<file path="config.mk">
export PLATFORM = sky130hd
export DESIGN_NAME = fwd_sel_unit
export DESIGN_NICKNAME = d
export VERILOG_FILES = /design/src/rtl/fwd_sel_unit.sv
export SDC_FILE = /design/constraint.sdc
export NUM_CORES = 1
export LEC_CHECK = 0
export CELL_PAD_IN_SITES_DETAIL_PLACEMENT = 1
export CELL_PAD_IN_SITES_GLOBAL_PLACEMENT = 1
export CORE_ASPECT_RATIO = 0.6
export CORE_MARGIN = 2
export CORE_UTILIZATION = 25
export DETAILED_ROUTE_END_ITERATION = 8
export MAX_ROUTING_LAYER = met4
export PLACE_DENSITY = 0.54
export SLEW_MARGIN = 20
export SYNTH_ARGS = -nofsm -noshare
export SYNTH_HDL_FRONTEND = slang
export SYNTH_SLANG_ARGS = --single-unit
</file>
<file path="constraint.sdc">
create_clock -name clk -period 2.3 [get_ports clk]
set_clock_uncertainty 0.15 [all_clocks]
set_input_delay 0.23 -clock clk [delete_from_list [all_inputs] [get_ports clk]]
set_output_delay 0.23 -clock clk [all_outputs]
set_load 0.02 [all_outputs]
</file>
<file path="src/rtl/fwd_sel_unit.sv">
// fwd_sel_unit: forwarding-select and load-use stall generator for the EX stage.
//
// Keeps a shadow copy of the destination-register info for the instructions in EX
// and MEM, and produces the registered 2-bit operand mux selects for the instruction
// entering EX:
//   00 regfile, 01 EX/MEM ALU result, 10 MEM/WB writeback data, 11 immediate (B only).
//
// Ports:
//   clk          rising-edge clock
//   reset        synchronous active-low reset
//   id_valid     ID holds a real instruction
//   id_rn/id_rm  operand A / operand B source registers
//   id_rd        destination register
//   id_regwrite  instruction writes id_rd
//   id_memread   instruction is a load
//   id_use_imm   operand B is the immediate
//   flush        kill the ID instruction
//   stall_id     hold PC and IF/ID this cycle (combinational)
//   ex_valid     EX holds a real instruction (registered)
//   ex_sel_a/b   operand mux selects (registered)
//   stall_cnt    saturating count of stall cycles
module fwd_sel_unit #(
    parameter int unsigned REG_W    = 5,
    parameter int unsigned ZERO_REG = 31,
    parameter int unsigned CNT_W    = 16
) (
    input  logic             clk,
    input  logic             reset,
    input  logic             id_valid,
    input  logic [REG_W-1:0] id_rn,
    input  logic [REG_W-1:0] id_rm,
    input  logic [REG_W-1:0] id_rd,
    input  logic             id_regwrite,
    input  logic             id_memread,
    input  logic             id_use_imm,
    input  logic             flush,
    output logic             stall_id,
    output logic             ex_valid,
    output logic [1:0]       ex_sel_a,
    output logic [1:0]       ex_sel_b,
    output logic [CNT_W-1:0] stall_cnt
);

    localparam logic [REG_W-1:0] ZeroIdx = REG_W'(ZERO_REG);

    // EX shadow stage
    logic             ex_valid_q, ex_valid_d;
    logic [REG_W-1:0] ex_rd_q, ex_rd_d;
    logic             ex_regwrite_q, ex_regwrite_d;
    logic             ex_memread_q, ex_memread_d;
    // MEM shadow stage
    logic             mem_valid_q, mem_valid_d;
    logic [REG_W-1:0] mem_rd_q, mem_rd_d;
    logic             mem_regwrite_q, mem_regwrite_d;
    // Registered selects and counter
    logic [1:0]       ex_sel_a_q, ex_sel_a_d;
    logic [1:0]       ex_sel_b_q, ex_sel_b_d;
    logic [CNT_W-1:0] stall_cnt_q, stall_cnt_d;

    // Forward source for one operand; EX is checked first since it is the newest producer.
    function automatic logic [1:0] fwd_src(input logic [REG_W-1:0] src,
                                           input logic             exv,
                                           input logic             exw,
                                           input logic [REG_W-1:0] exd,
                                           input logic             memv,
                                           input logic             memw,
                                           input logic [REG_W-1:0] memd);
        logic [1:0] sel;
        sel = 2'b00;
        if (src == ZeroIdx) begin
            sel = 2'b00;
        end else if (exv && exw && (exd == src)) begin
            sel = 2'b01;
        end else if (memv && memw && (memd == src)) begin
            sel = 2'b10;
        end
        return sel;
    endfunction

    // Load in EX whose result the ID instruction needs: one bubble is unavoidable.
    // flush kills the ID instruction, so it also suppresses the stall.
    always_comb begin
        stall_id = 1'b0;
        if (id_valid && !flush && ex_valid_q && ex_memread_q && ex_regwrite_q &&
            (ex_rd_q != ZeroIdx) &&
            ((ex_rd_q == id_rn) || ((ex_rd_q == id_rm) && !id_use_imm))) begin
            stall_id = 1'b1;
        end
    end

    always_comb begin
        // MEM always takes whatever EX held; only ID can be held back.
        mem_valid_d    = ex_valid_q;
        mem_rd_d       = ex_rd_q;
        mem_regwrite_d = ex_regwrite_q;

        ex_valid_d    = 1'b0;
        ex_rd_d       = '0;
        ex_regwrite_d = 1'b0;
        ex_memread_d  = 1'b0;
        ex_sel_a_d    = 2'b00;
        ex_sel_b_d    = 2'b00;

        if (!(flush || stall_id)) begin
            ex_valid_d    = id_valid;
            ex_rd_d       = id_rd;
            ex_regwrite_d = id_regwrite & id_valid;
            ex_memread_d  = id_memread & id_valid;
            ex_sel_a_d    = fwd_src(id_rn, ex_valid_q, ex_regwrite_q, ex_rd_q,
                                    mem_valid_q, mem_regwrite_q, mem_rd_q);
            ex_sel_b_d    = id_use_imm ? 2'b11 :
                            fwd_src(id_rm, ex_valid_q, ex_regwrite_q, ex_rd_q,
                                    mem_valid_q, mem_regwrite_q, mem_rd_q);
        end

        stall_cnt_d = stall_cnt_q;
        if (stall_id && (stall_cnt_q != '1)) begin
            stall_cnt_d = stall_cnt_q + 1'b1;
        end
    end

    always_ff @(posedge clk) begin
        if (!reset) begin
            ex_valid_q     <= 1'b0;
            ex_rd_q        <= '0;
            ex_regwrite_q  <= 1'b0;
            ex_memread_q   <= 1'b0;
            mem_valid_q    <= 1'b0;
            mem_rd_q       <= '0;
            mem_regwrite_q <= 1'b0;
            ex_sel_a_q     <= 2'b00;
            ex_sel_b_q     <= 2'b00;
            stall_cnt_q    <= '0;
        end else begin
            ex_valid_q     <= ex_valid_d;
            ex_rd_q        <= ex_rd_d;
            ex_regwrite_q  <= ex_regwrite_d;
            ex_memread_q   <= ex_memread_d;
            mem_valid_q    <= mem_valid_d;
            mem_rd_q       <= mem_rd_d;
            mem_regwrite_q <= mem_regwrite_d;
            ex_sel_a_q     <= ex_sel_a_d;
            ex_sel_b_q     <= ex_sel_b_d;
            stall_cnt_q    <= stall_cnt_d;
        end
    end

    assign ex_valid  = ex_valid_q;
    assign ex_sel_a  = ex_sel_a_q;
    assign ex_sel_b  = ex_sel_b_q;
    assign stall_cnt = stall_cnt_q;

endmodule

</file>
---- Yosys cells after proc, flatten, opt, wreduce, memory -nomap -nowiden ----
Cells that the tools add are included.
storage, ports and cells
  word-level logic and storage cells ...... 51
  output and inout bits ................... 22
  register bits ........................... 35
  bits of input ports ..................... 22
operators by class
  multiplexer cells ....................... 7
  eq/ne operators ......................... 8
  add/subtract/negate cells ............... 1
  bitwise logic cells ..................... 3
  reduce and logical (&&, ||, !) cells .... 21
operators by type and width
  cell                     number
  $eq A5 B5 Y1             4
  $add A16 B1 Y16 const B  1
  $ne A16 B16 Y1 const B   1
  $logic_and A1 B1 Y1      14
  $eq A5 B5 Y1 const B     2
  $mux W2                  5
  $ne A5 B5 Y1 const B     1
  $reduce_or A4 Y1         1
  $reduce_or A3 Y1         1
  $and A1 B1 Y1            2
  $logic_not A1 Y1         2
  $logic_or A1 B1 Y1       2
  $mux W1                  2
  $reduce_or A2 Y1         1
  $not A1 Y1               1

---- Depth between registers and ports, before layout ----
Gate-level depths: netlist of run 1.
  depth after elaboration ................. 10
  depth in mapped cells ................... 7

---- Worst setup path before layout of run 1 ----
No wires, ideal clock.
  path kind ............................... reg-to-reg
  start point ............................. register ex_rd_q[0]
  end point ............................... register stall_cnt_q[3] (netlist: stall_cnt[3])
  buffers on the path ..................... 0
  setup time .............................. 0.072 ns
  data arrival time ....................... 1.792 ns
  cell stages (with the launch flop) ...... 7
  period minus slack after synthesis ...... 2.014 ns
  path slack .............................. 0.286 ns
  required time ........................... 2.078 ns
  cell sequence ........................... dfxtp_1 > xnor2_1 > nand3_1 > or4_4 > a21oi_4 > and3_1 > mux2i_1
between the ends
  longest elaborated chain between the ends .. 6
  elaborated cells on any way between the ends .. 9
  classes of those cells .................. 3 x eq/ne; 1 x mux; 5 x reduce/logical
RTL lines
  element                   RTL line  text
  start: declaration        48        logic [REG_W-1:0] ex_rd_q, ex_rd_d;
  start signal: assignment  136       ex_rd_q <= ex_rd_d;
  $eq A5 B5 Y1              86        ((ex_rd_q == id_rn) || ((ex_rd_q == id_rm) && !id_use_imm))) begin
  $logic_and A1 B1 Y1       86
  $logic_or A1 B1 Y1        86
  $logic_and A1 B1 Y1 *     85        (ex_rd_q != ZeroIdx) &&
  $mux W1 *                 84        if (id_valid && !flush && ex_valid_q && ex_memread_q && ex_regwrite_q &&
  $logic_and A1 B1 Y1 *     117       if (stall_id && (stall_cnt_q != '1)) begin
  end signal: assignment    144       stall_cnt_q <= stall_cnt_d;
  end: declaration          58        logic [CNT_W-1:0] stall_cnt_q, stall_cnt_d;
Mark *: on every way between the ends. The rest lies on a longest branch, timed or not.
A chain may end at the register's enable or synchronous reset.

---- Worst setup path after layout of run 1 ----
  start point ............................. register ex_rd_q[0]
  end point ............................... register stall_cnt_q[6] (netlist: stall_cnt[6])
The elaborated chain is that of the path after synthesis.

==> results.py, run 1 <==
metrics = {
    "timing": {
        "final_hold_viol_count": 0,
        "post-route-min-period_ns": 2.22,
        "setup_viol": 0,
        "whs_ns": 0.315,
        "rsz0062_at_grt": "false",
        "timing.final.ws_setup_ns": 0.0845,
        "fin_crit_sh": 0.963,
        "setup-tns-final_ns": 0,
        "slew_violations": 0,
        "fmax_mhz": 451,
        "slew_headroom": 0.708,
        "tightest_slew_ns": 0.434,
    },
    "grt": {
        "antenna_found_initial": 0,
        "met2_usage": 0.216,
        "grt_pass1_vias": 1625,
        "grt_usage": 0.161,
        "grt_use_met1": 0.238,
        "grt_max_degree": 18,
        "grt_pass1_wl_mm": 8.56,
        "grt_use_met3": 0.0405,
        "overflow": 0,
        "grt-busiest-layer": "met1",
    },
    "placed_design": {
        "portBuffers": 43,
        "place_ws_ns": -0.350,
        "dpl.hpwl_mm": 4.22,
        "dpl_cell_area_mm2": 0.00244,
        "gp_congestion": 0.791,
    },
    "pwr": {
        "ir_drop_mv": 0.256,
        "leakagePower_nw": 1.06,
        "power_density_mw_per_mm2": 534,
    },
    "floorplanning": {
        "io_pins": 44,
        "initial_core_util": 0.256,
        "die-area_mm2": 0.00747,
        "num_rows": 23,
        "fp.coreArea_mm2": 0.00662,
        "die_w_um": 110,
        "die_height_um": 67.8,
    },
    "outcome": {
        "status": "complete, no violations",
    },
    "job": {
        "cap_violations": 0,
    },
    "cts": {
        "cts_buffers": 5,
        "clock-sinks": 35,
        "cts_hold_buf": 0,
        "cts_buffer_depth": 2,
        "cts-root-buf": "clkbuf_16",
        "cts_max_level": 2,
        "tritoncts": "done",
        "cts.clk_slew.worst_paths_ns": 0.06,
        "clk-insertion-delay-late_ns": 0.28,
    },
    "finish": {
        "drive_gt1_frac": 0.221,
        "nFillCells": 768,
        "n_antenna_cell": 0,
        "nets": 284,
        "synthToLayoutAreaGrowth_pct": 58.5,
        "final_area_mm2": 0.00269,
    },
    "detailed_routing": {
        "vias": 1603,
        "drt_iter0_drc": 73,
        "ant_nets": 0,
        "wirelength_mm": 5.44,
        "wl_per_cell_um": 15.6,
        "dr.pass1.iters": 5,
        "drc": 0,
        "viasPerCell": 4.59,
    },
    "min_path": {
        "hold_start": "ex_regwrite_q$_SDFF_PP0_",
        "holdPathEnd": "mem_regwrite_q$_SDFF_PN0_",
        "hold_path_depth": 1,
        "hold_class": "flip-flop to flip-flop",
    },
    "yosys": {
        "ys.flop_type": "dfxtp_1",
        "async_reset_ff_frac": 0,
        "synth_edf_count": 0,
        "syn_inst": 182,
        "synth_cell_types": 35,
        "synth_most_common_cell": "dfxtp_1",
        "synth_area_mm2": 0.00169,
        "yosysSeqAreaShare": 0.414,
        "syn-num-nets": 205,
        "ys_top_cells_by_count": "dfxtp_1 (35), xnor2_1 (16), and3_1 (14), nand2_1 (14), nor2_1 (12)",
        "synth_top_area_frac": 0.414,
        "avgSynthCellArea_um2": 9.31,
        "yosys.area.top_type": "dfxtp_1",
        "synth.top_cells.by_area": "dfxtp_1 (41%), xnor2_1 (8.3%), and3_1 (5.2%), xor2_1 (5.2%), and2_1 (3.7%)",
        "synth_warnings": 0,
        "synth-seq-cells": 35,
    },
    "critical_path": {
        "arrival_ns": 2.23,
        "worstSetupPathType": "flip-flop to flip-flop",
        "end_kind": "flip-flop",
        "crit_top_cell": "buf_4",
        "start_kind": "flip-flop",
        "reg2reg_to": "stall_cnt[6]$_SDFFE_PN0P_",
        "r2r_setup_slack_ns": 0.08,
        "slowest_delay_ns": 0.53,
        "path_max_fanout": 4,
        "reg2reg_from": "ex_rd_q[0]$_SDFF_PP0_",
        "cp.required_ns": 2.31,
        "r2r_cells": 8,
        "cpMaxStageDelayCell": "or4_4",
        "worstPathCellList": "xnor2_2 > nand3_2 > buf_4 > or4_4 > buf_4 > a2111oi_4 > xnor2_1 > nor2_1",
    },
}
## report_power, final
group,total [mW],internal [mW],switching (mW),leakage [nW]
combinational,0.152,0.0874,0.0644,0.701
sequential,0.625,0.616,0.00943,0.286
clock,0.658,0.395,0.263,0.0733
## critical path: cells and delay by family (launching register included)
| kind | cells | cell delay, ns |
|---|---|---|
| and+or+nand+nor | 3 | 0.69 |
| AOI/OAI and AO/OA | 1 | 0.29 |
| buffers and inverters | 2 | 0.32 |
| DFF | 1 | 0.36 |
| xor gates and xnor gates | 2 | 0.29 |
## metrics by stage
stage | power [mW] | utilization | std cells
after CTS | 1.44 | 0.395 | 347
after global routing | 1.49 | 0.406 | 349
after detailed placement | 0.781 | 0.369 | 338
after global placement | 0.780 | 0.369 | 338
final | 1.43 | 0.406 | 349
after floorplan | 0.685 | - | 182
## registers in the layout, summed over array words and instances, names as in the netlist
signal and cells:
mem_rd_q 5, ex_valid 1, mem_regwrite_q 1, mem_valid_q 1
ex_memread_q 1, ex_regwrite_q 1, ex_sel_a 2, ex_sel_b 2
ex_rd_q 5, stall_cnt 16
## layer usage
layer / part of all wire / vias up / routed length (um)
met4: 0.0051 / 0 / 28
met3: 0.035 / 4 / 192
met2: 0.39 / 27 / 2100
met5: 0 / - / 0
li1: - / 804 / -
met1: 0.57 / 768 / 3120
## worst max-delay path by stage
stage                                startpoint                   endpoint  slack, ns  depth (start not counted)
final                     ex_rd_q[0]$_SDFF_PP0_  stall_cnt[6]$_SDFFE_PN0P_       0.08                          8
after detailed placement               id_rm[1]  stall_cnt[5]$_SDFFE_PN0P_      -0.35                          8
after floorplan           ex_rd_q[0]$_SDFF_PP0_  stall_cnt[3]$_SDFFE_PN0P_       0.29                          6
after CTS                              id_rm[1]                   stall_id       0.01                          7
after global routing      ex_rd_q[0]$_SDFF_PP0_  stall_cnt[4]$_SDFFE_PN0P_      0.002                          7
after global placement                 id_rm[2]  stall_cnt[5]$_SDFFE_PN0P_      -0.28                          8
## final cells by class
| type | count | area [um^2] | share of cell area |
|---|---|---|---|
| clock inverters | 3 | 15.0 | 0.00559 |
| flip-flops and latches | 35 | 708 | 0.264 |
| multi-input cells | 140 | 1020 | 0.380 |
| repair buffers | 75 | 693 | 0.258 |
| well taps | 87 | 109 | 0.0405 |
| clock buffers | 5 | 125 | 0.0466 |
| inverters | 4 | 15.0 | 0.00559 |
## cell families after synthesis
logic type,share of synthesized area
fa+ha+maj,0.00738
flops,0.414
mux,0.0236
buf+inv,0.0155
compound gates,0.117
xor+xnor,0.134
simple gates,0.289
## timing repair
| item | in CTS | in global routing |
|---|---|---|
| buffers inserted | 1 | 2 |
| hold endpoints to repair | 0 | 0 |
| gates resized for setup | 3 | 17 |
| endpoints found under the setup margin | 6 | 10 |
| pin swaps | 3 | 9 |
## cells in the final DEF (no fill, tap or decap), types with 2 or more instances in the layout
cell type        count
a2111oi_4            2
a21oi_1              5
and2_1              10
and3_1              14
and4_1               4
buf_4               31
clkbuf_16            5
clkdlybuf4s50_1     38
clkinv_2             3
dfxtp_1             31
dfxtp_2              3
dlymetal6s2s_1       4
inv_1                4
mux2i_1              4
nand2_1             14
nand2b_1             4
nand3_1              7
nand4_1              6
nor2_1              12
nor3_1               2
nor4_1               4
o21ai_0              4
o31ai_1              2
or3_1                2
or4_4                2
xnor2_1             13
xnor2_2              3
xor2_1              10
(Power assumes the default switching activity.)
==> inputs of run 2 (changes only) <==
--- a/config.mk
+++ b/config.mk
@@ -11,6 +11,7 @@
 export CORE_MARGIN = 2
 export CORE_UTILIZATION = 25
 export DETAILED_ROUTE_END_ITERATION = 8
+export HOLD_SLACK_MARGIN = 0.03
 export MAX_ROUTING_LAYER = met4
 export PLACE_DENSITY = 0.54
 export SLEW_MARGIN = 20
==> results of run 2 <==
Final layout, timing and power as in run 1 (identical DEF).
